[config.mk]
export PLATFORM = sky130hd
export DESIGN_NAME = seg_2of5_scan
export DESIGN_NICKNAME = d
export VERILOG_FILES = /design/src/rtl/seg_2of5_scan.sv
export SDC_FILE = /design/constraint.sdc
export NUM_CORES = 1
export LEC_CHECK = 0
export ABC_AREA = 1
export CELL_PAD_IN_SITES_DETAIL_PLACEMENT = 2
export CELL_PAD_IN_SITES_GLOBAL_PLACEMENT = 2
export CORE_UTILIZATION = 38
export CTS_BUF_LIST = sky130_fd_sc_hd__clkbuf_4
export DETAILED_ROUTE_END_ITERATION = 10
export PLACE_DENSITY = 0.88
export SLEW_MARGIN = 20
export SYNTH_ARGS = -nofsm -noshare
export SYNTH_HDL_FRONTEND = slang
export SYNTH_SLANG_ARGS = --single-unit
[constraint.sdc]
create_clock -name clk -period 4.8 [get_ports clk]
set_input_delay 0.72 -clock clk [delete_from_list [all_inputs] [get_ports clk]]
set_output_delay 0.72 -clock clk [all_outputs]
set_load 0.05 [all_outputs]
[src/rtl/seg_2of5_scan.sv]
// seg_2of5_scan: multiplexed 7-segment scanner for 2-of-5 coded digits.
// Each digit slot lasts DIV clocks. seg/dig are registered one edge behind the
// scan index. A load is captured into shadow registers and reaches seg on the
// second edge after it is sampled.
// Optional build macro: SEG_ERR_STICKY_EN makes err sticky until err_clr.
module seg_2of5_scan #(
  parameter int NUM_DIGITS = 4,
  parameter int DIV        = 1000
) (
  input  logic                    clk,
  input  logic                    rst,
  input  logic                    load,
  input  logic [5*NUM_DIGITS-1:0] code_in,
  input  logic                    err_clr,
  output logic [6:0]              seg,
  output logic [NUM_DIGITS-1:0]   dig,
  output logic                    err,
  output logic                    frame_done
);

  localparam int PW = (DIV > 1) ? $clog2(DIV) : 1;
  localparam int IW = (NUM_DIGITS > 1) ? $clog2(NUM_DIGITS) : 1;
  localparam logic [PW-1:0] PRESC_LAST = PW'(DIV - 1);
  localparam logic [IW-1:0] IDX_LAST   = IW'(NUM_DIGITS - 1);
  localparam logic [4:0]    CODE_ZERO  = 5'b00110;
  localparam logic [6:0]    SEG_DASH   = 7'b1000000;

  // Map a 2-of-5 code (E1..E5 = bit 4..0) to segments {g,f,e,d,c,b,a}.
  // The ten valid codes are exactly the ten two-hot patterns, so every
  // other value falls through to the dash.
  function automatic logic [6:0] decode(input logic [4:0] code);
    logic [6:0] pat;
    case (code)
      5'b00110: pat = 7'b0111111; // 0
      5'b00011: pat = 7'b0000110; // 1
      5'b00101: pat = 7'b1011011; // 2
      5'b01001: pat = 7'b1001111; // 3
      5'b01010: pat = 7'b1100110; // 4
      5'b01100: pat = 7'b1101101; // 5
      5'b10001: pat = 7'b1111101; // 6
      5'b10010: pat = 7'b0000111; // 7
      5'b10100: pat = 7'b1111111; // 8
      5'b11000: pat = 7'b1101111; // 9
      default:  pat = SEG_DASH;
    endcase
    return pat;
  endfunction

  // A code is valid when exactly two of its five bits are set.
  function automatic logic two_hot(input logic [4:0] code);
    int ones;
    ones = 0;
    for (int i = 0; i < 5; i++) begin
      ones = ones + int'(code[i]);
    end
    return (ones == 2);
  endfunction

  logic [PW-1:0]                presc;
  logic [IW-1:0]                idx;
  logic                         wrap_pend;
  logic [NUM_DIGITS-1:0]        sel;
  logic [NUM_DIGITS-1:0]        invalid;
  logic [NUM_DIGITS-1:0][4:0]   masked;
  logic [4:0]                   cur_code;
  logic                         any_invalid;
  logic                         slot_end;

  genvar gi;
  generate
    for (gi = 0; gi < NUM_DIGITS; gi++) begin : g_digit
      logic [4:0] code_reg;

      // Shadow register for this digit; reloaded only on load.
      always_ff @(posedge clk or posedge rst) begin
        if (rst) begin
          code_reg <= CODE_ZERO;
        end else if (load) begin
          code_reg <= code_in[5*gi +: 5];
        end
      end

      assign sel[gi]     = (idx == IW'(gi));
      assign invalid[gi] = !two_hot(code_reg);
      assign masked[gi]  = sel[gi] ? code_reg : 5'b00000;
    end
  endgenerate

  // Pick the shadow code of the digit currently being scanned.
  always_comb begin
    cur_code = 5'b00000;
    for (int k = 0; k < NUM_DIGITS; k++) begin
      cur_code = cur_code | masked[k];
    end
  end

  assign any_invalid = |invalid;
  assign slot_end    = (presc == PRESC_LAST);

  // Prescaler and digit index; remember a full-frame wrap for one edge so
  // frame_done lines up with the first output cycle of digit 0.
  always_ff @(posedge clk or posedge rst) begin
    if (rst) begin
      presc     <= '0;
      idx       <= '0;
      wrap_pend <= 1'b0;
    end else begin
      wrap_pend <= slot_end && (idx == IDX_LAST);
      if (slot_end) begin
        presc <= '0;
        idx   <= (idx == IDX_LAST) ? '0 : idx + IW'(1);
      end else begin
        presc <= presc + PW'(1);
      end
    end
  end

  // Registered display outputs, one edge behind the scan state.
  always_ff @(posedge clk or posedge rst) begin
    if (rst) begin
      seg        <= 7'b0000000;
      dig        <= '0;
      frame_done <= 1'b0;
    end else begin
      seg        <= decode(cur_code);
      dig        <= sel;
      frame_done <= wrap_pend;
    end
  end

`ifdef SEG_ERR_STICKY_EN
  // Sticky error: any invalid digit sets it, and setting wins over err_clr.
  always_ff @(posedge clk or posedge rst) begin
    if (rst) begin
      err <= 1'b0;
    end else if (any_invalid) begin
      err <= 1'b1;
    end else if (err_clr) begin
      err <= 1'b0;
    end
  end
`else
  logic unused_err_clr;
  assign unused_err_clr = err_clr;

  // Live error: mirrors the validity of the shadow digits one edge later.
  always_ff @(posedge clk or posedge rst) begin
    if (rst) begin
      err <= 1'b0;
    end else begin
      err <= any_invalid;
    end
  end
`endif

endmodule

# Yosys cells after proc, flatten, opt, wreduce, memory -nomap -nowiden
# Memory sizes are Yosys's and may differ from the RTL's. A register that Yosys moved wholly into a read port is not among the register bits.
# Cells that the tools add are included.
[totals]
ff_bits = 39
mem_bits_ro = 224
input_bits = 24
out_inout_bits = 13
wordCells = 53
mem_count = 1
[op_classes]
add_sub_neg = 18
eq_ne = 8
n_mux = 6
n_bitwise = 3
n_reduce_logical = 7
[memory_table]
columns = ["name", "words", "width", "read_ports", "rd_ports_with_merged_regs", "write_ports", "line_no", "rtl"]
rows = [
  ["(name not given)", 32, 7, 1, 1, 0, "33", "case (code)"],
]
[ops]
columns = ["cell", "n"]
rows = [
  ["$add A4 B1 Y5", 4],
  ["$eq A5 B2 Y1 const B", 4],
  ["$mux W5", 4],
  ["$add A3 B1 Y4", 4],
  ["$or A5 B5 Y5", 3],
  ["$add A2 B1 Y3", 4],
  ["$add A10 B1 Y10 const B", 1],
  ["$eq A10 B10 Y1 const B", 1],
  ["$mux W10", 1],
  ["$add A1 B1 Y2", 4],
  ["$eq A2 B2 Y1 const B", 2],
  ["$logic_not A1 Y1", 4],
  ["$reduce_or A4 Y1", 1],
  ["$add A2 B1 Y2 const B", 1],
  ["$eq A2 B1 Y1 const B", 1],
  ["$logic_not A2 Y1", 1],
  ["$mux W2", 1],
  ["$logic_and A1 B1 Y1", 1],
]

# Depth between registers and ports, before layout
[logic_depth]
depth_word = 7
mapped_depth = 12
depth_no_buf = 12

# Worst setup path before layout
# No wires, ideal clock.
[synth_path]
path_type = "reg-to-reg"
startpoint = "reg g_digit[3].code_reg[1]"
endpoint = "reg err"
setup_time_ns = 0.136
arrival_time_ns = 1.994
required_time_ns = 4.664
setup_slack_ns = 2.670
path_stages_with_launch = 9
n_path_buf = 0
synth_period_minus_slack_ns = 2.130
cell_sequence = "dfstp_2 -> inv_1 -> fa_1 -> inv_1 -> fa_1 -> ha_1 -> nand2_1 -> nor3b_1 -> nand3_1"
[synth_between]
elab_chain_cells = 7
[synth_lines]
columns = ["item", "line_no", "rtl"]
rows = [
  ["start: declaration", "72", "logic [4:0] code_reg;"],
  ["start signal: assignment", "79", "code_reg <= code_in[5*gi +: 5];"],
  ["$add A1 B1 Y2", "54", "ones = ones + int'(code[i]);"],
  ["$add A2 B1 Y3", "54", ""],
  ["$add A3 B1 Y4", "54", ""],
  ["$add A4 B1 Y5", "54", ""],
  ["$eq A5 B2 Y1", "56", "return (ones == 2);"],
  ["$logic_not A1 Y1", "84", "assign invalid[gi] = !two_hot(code_reg);"],
  ["$reduce_or A4 Y1", "97", "assign any_invalid = |invalid;"],
  ["via any_invalid", "66", "logic any_invalid;"],
  ["end signal: assignment", "151", "err <= any_invalid;"],
  ["end: declaration", "17", "output logic err,"],
]
# The timed path passes the listed nets, and every way through them passes these cells.
# A chain may end at the register's enable or synchronous reset.

# Final worst setup path
[layout_path]
startpoint = "reg g_digit[2].code_reg[1]"
endpoint = "reg err"
[layout_between]
elab_chain_cells = 7
[layout_lines]
columns = ["item", "line_no"]
rows = [
  ["start: declaration", "72"],
  ["start signal: assignment", "79"],
  ["$add A1 B1 Y2", "54"],
  ["$add A2 B1 Y3", "54"],
  ["$add A3 B1 Y4", "54"],
  ["$add A4 B1 Y5", "54"],
  ["$eq A5 B2 Y1", "56"],
  ["$logic_not A1 Y1", "84"],
  ["$reduce_or A4 Y1", "97"],
  ["via any_invalid", "66"],
]
# The timed path passes the listed nets, and every way through them passes these cells.

==> flow_metrics.py <==
metrics = {
    "place": {
        "dp_hpwl_um": 4810,
        "port_buffers": 35,
        "placedInstanceArea_mm2": 0.00298,
        "place.gp.congestion": 0.762,
        "placedCellCount": 379,
    },
    "worst_hold_path": {
        "hp-start": "wrap_pend$_DFF_PP0_",
        "worstHoldEndpoint": "frame_done$_DFF_PP0_",
        "hold_class": "reg2reg",
        "min_path_cells": 0,
    },
    "timing": {
        "setup_violations": 0,
        "slew_viol_final": 0,
        "relSlewSlack_pct": 30.8,
        "hold_viol_final": 0,
        "clock_skew_ps": 9.69,
        "tns_ps": 0,
        "finalCritPeriodShare_pct": 50.1,
        "rsz0062_at_grt": "no",
        "hold_ws_ps": 392,
        "worstMarginPinSlew_ps": 1030,
        "post-route-min-period_ps": 2410,
        "fmax_mhz": 416,
    },
    "pwr": {
        "intPower_uw": 560,
        "switchingPower_uw": 287,
        "peakVddDrop_mv": 0.103,
        "switching_share_pct": 33.9,
        "powerDensity_mw_per_mm2": 280,
        "leakage_uw": 0.00143,
        "combPwrFrac_pct": 27.4,
        "clkPwrFrac_pct": 21.4,
        "p_seq_share_pct": 51.3,
    },
    "clocking": {
        "cts_buffers": 5,
        "cts_num_sinks": 46,
        "h-tree-depth": 2,
        "cts_setup_buffers": 0,
        "clk_latency_ps": 370,
        "post_cts_resized": 0,
        "clk_pin_slew_ps": 140,
        "postCtsHoldBufs": 0,
        "cts_root_buf": "clkbuf_4",
        "cts_buffer_depth": 2,
        "cts_tree": "yes",
    },
    "layout": {
        "final_cell_area_mm2": 0.00303,
        "drive_gt1_share_pct": 17.7,
        "fin_cells": 387,
        "largest_reg_flops": 20,
        "synthToLayoutAreaGrowth_pct": 18.8,
        "nNetsFinal": 353,
        "n_antenna_cell": 0,
        "nFillCells": 716,
    },
    "drt": {
        "drt_iter0_markers": 43,
        "drcViolationCount": 3,
        "via_per_inst": 5.02,
        "wl_um": 6220,
        "firstDrtPassIters": 7,
        "num_vias": 1943,
        "wl_per_cell_um": 16.1,
        "ant_nets": 0,
    },
    "logic_synthesis": {
        "synthCells": 270,
        "syn_nets": 314,
        "synth_ff_type": "dfrtp_1",
        "syn_avg_cell_area_um2": 9.44,
        "synth.distinct_cells": 33,
        "yosys_warnings": 0,
        "synth_area_mm2": 0.00255,
        "async_flop_share_pct": 100,
        "synth_edf_count": 0,
        "synth-seq-area-share_pct": 45.5,
        "ys_ff_latch": 46,
    },
    "worst_setup_path": {
        "ff2ff_path_depth": 8,
        "cp.buffers_inverters": 3,
        "crit_type": "reg2reg",
        "worst_setup_path_start_kind": "flip-flop",
        "slowest_delay_ps": 560,
        "r2r_start": "g_digit[2].code_reg[1]$_DFFE_PP1P_",
        "critPathTopFamily": "adder cells",
        "worstPathCellList": "inv_1 > fa_1 > inv_1 > fa_1 > ha_1 > inv_1 > nor4_1 > nand3_1",
        "cpMostUsedCell": "inv_1",
        "end_kind": "flip-flop",
        "cp_max_fo": 2,
        "worstReg2RegEnd": "err$_DFF_PP0_",
        "crit_slowest_cell": "dfstp_2",
        "cp.arrival_ps": 2640,
        "r2r_slack_ps": 2390,
        "cp.depth": 8,
        "cp_data_required_time_ps": 5040,
    },
    "global_routing": {
        "antenna_found_initial": 0,
        "gr-total-overflow": 0,
        "grt_usage_pct": 19.9,
        "grt_max_degree": 47,
        "grt_pass1_wl_um": 10800,
        "grt_pass1_vias": 2251,
    },
    "die": {
        "core.rowCount": 29,
        "fp.dieH_um": 83.9,
        "io-pin-count": 37,
        "dieArea_mm2": 0.00704,
        "die_w_um": 83.9,
        "start_util_pct": 39.7,
        "core-area_mm2": 0.00642,
    },
    "outcome": {
        "failed_checks": "design-rule violations",
        "outcome": "complete, but fails checks",
    },
    "run": {
        "max_cap_violations": 0,
    },
}
-- final cells by class --
| class | count | area, um2 | share of cell area [%] |
|---|---|---|---|
| flip-flops and latches | 46 | 1160 | 38.3 |
| multi-input cells | 175 | 1200 | 39.5 |
| clock buffers | 5 | 37.5 | 1.24 |
| well taps | 77 | 96.3 | 3.18 |
| clock inverters | 3 | 11.3 | 0.372 |
| inverters | 45 | 169 | 5.58 |
| repair buffers | 36 | 358 | 11.8 |
-- worst max-delay path by stage --
stage                                                   from                                 end
after global placement                                  load  g_digit[1].code_reg[4]$_DFFE_PP0P_
final                     g_digit[2].code_reg[1]$_DFFE_PP1P_                       err$_DFF_PP0_
after floorplan           g_digit[3].code_reg[1]$_DFFE_PP1P_                       err$_DFF_PP0_
after CTS                 g_digit[2].code_reg[1]$_DFFE_PP1P_                       err$_DFF_PP0_
after global routing      g_digit[2].code_reg[1]$_DFFE_PP1P_                       err$_DFF_PP0_
after detailed placement                                load  g_digit[2].code_reg[4]$_DFFE_PP0P_
-- cells in the mapped netlist, types with 6 or more instances --
master,number,area (um2)
dfrtp_1,38,951
dfstp_2,8,210
fa_1,8,160
ha_1,12,150
inv_1,39,146
inv_2,6,22.5
mux2_2,8,90.1
nand2_1,61,229
nand2_2,6,37.5
nand3_1,14,70.1
nor2_1,13,48.8
o21ai_0,15,75.1
-- logic make-up (layout without fill, tap and decap cells) --
logic type,Yosys count,in the layout,synth area share (%)
AND/OR/NAND/NOR,120,120,24.9
buffers and inverters,49,89,7.56
XOR/XNOR,2,2,0.687
adder cells (fa/ha/maj),20,20,12.2
multiplexers,8,8,3.53
AO/OA/AOI/OAI,25,25,5.59
flip-flops,46,46,45.5
-- placed cells by master (no fill, tap or decap), drive strengths merged --
| cell | count |
|---|---|
| mux2 | 8 |
| clkinv | 4 |
| nand4 | 2 |
| dfstp | 8 |
| nor3b | 2 |
| buf | 1 |
| inv | 44 |
| nor4 | 3 |
| xnor2 | 1 |
| clkbuf | 5 |
| nor3 | 5 |
| clkdlybuf4s50 | 35 |
| ha | 12 |
| o21ai | 16 |
| fa | 8 |
| xor2 | 1 |
| dfrtp | 38 |
| nand3 | 17 |
| nand2 | 70 |
| o211ai | 1 |
| a21oi | 8 |
| or2 | 1 |
| nor2 | 20 |
-- stage by stage --
stage	total power (uW)	util, %	setup WS, ps
2_1_floorplan	592	-	2670
3_3_place_gp	659	46.4	2390
3_5_place_dp	678	46.4	2360
4_1_cts	862	47.2	2360
5_1_grt	899	47.2	2300
6_report	847	47.2	2390
-- power groups by stage --
stage	registers (uW)	logic, uW	clock network, uW
6_report	434	232	181
5_1_grt	438	257	203
4_1_cts	435	237	190
2_1_floorplan	474	118	0
3_3_place_gp	440	219	0
3_5_place_dp	442	236	0
-- routing by layer --
layer  up-vias  track usage (%)  routed length, um
met4         0             7.99                142
met1       974             22.6               2620
met2        36             36.8               3320
met5         -                0                  0
met3        11             3.17                143
li1        922                -                  -
Note: power is estimated with default switching activity, not from simulation.
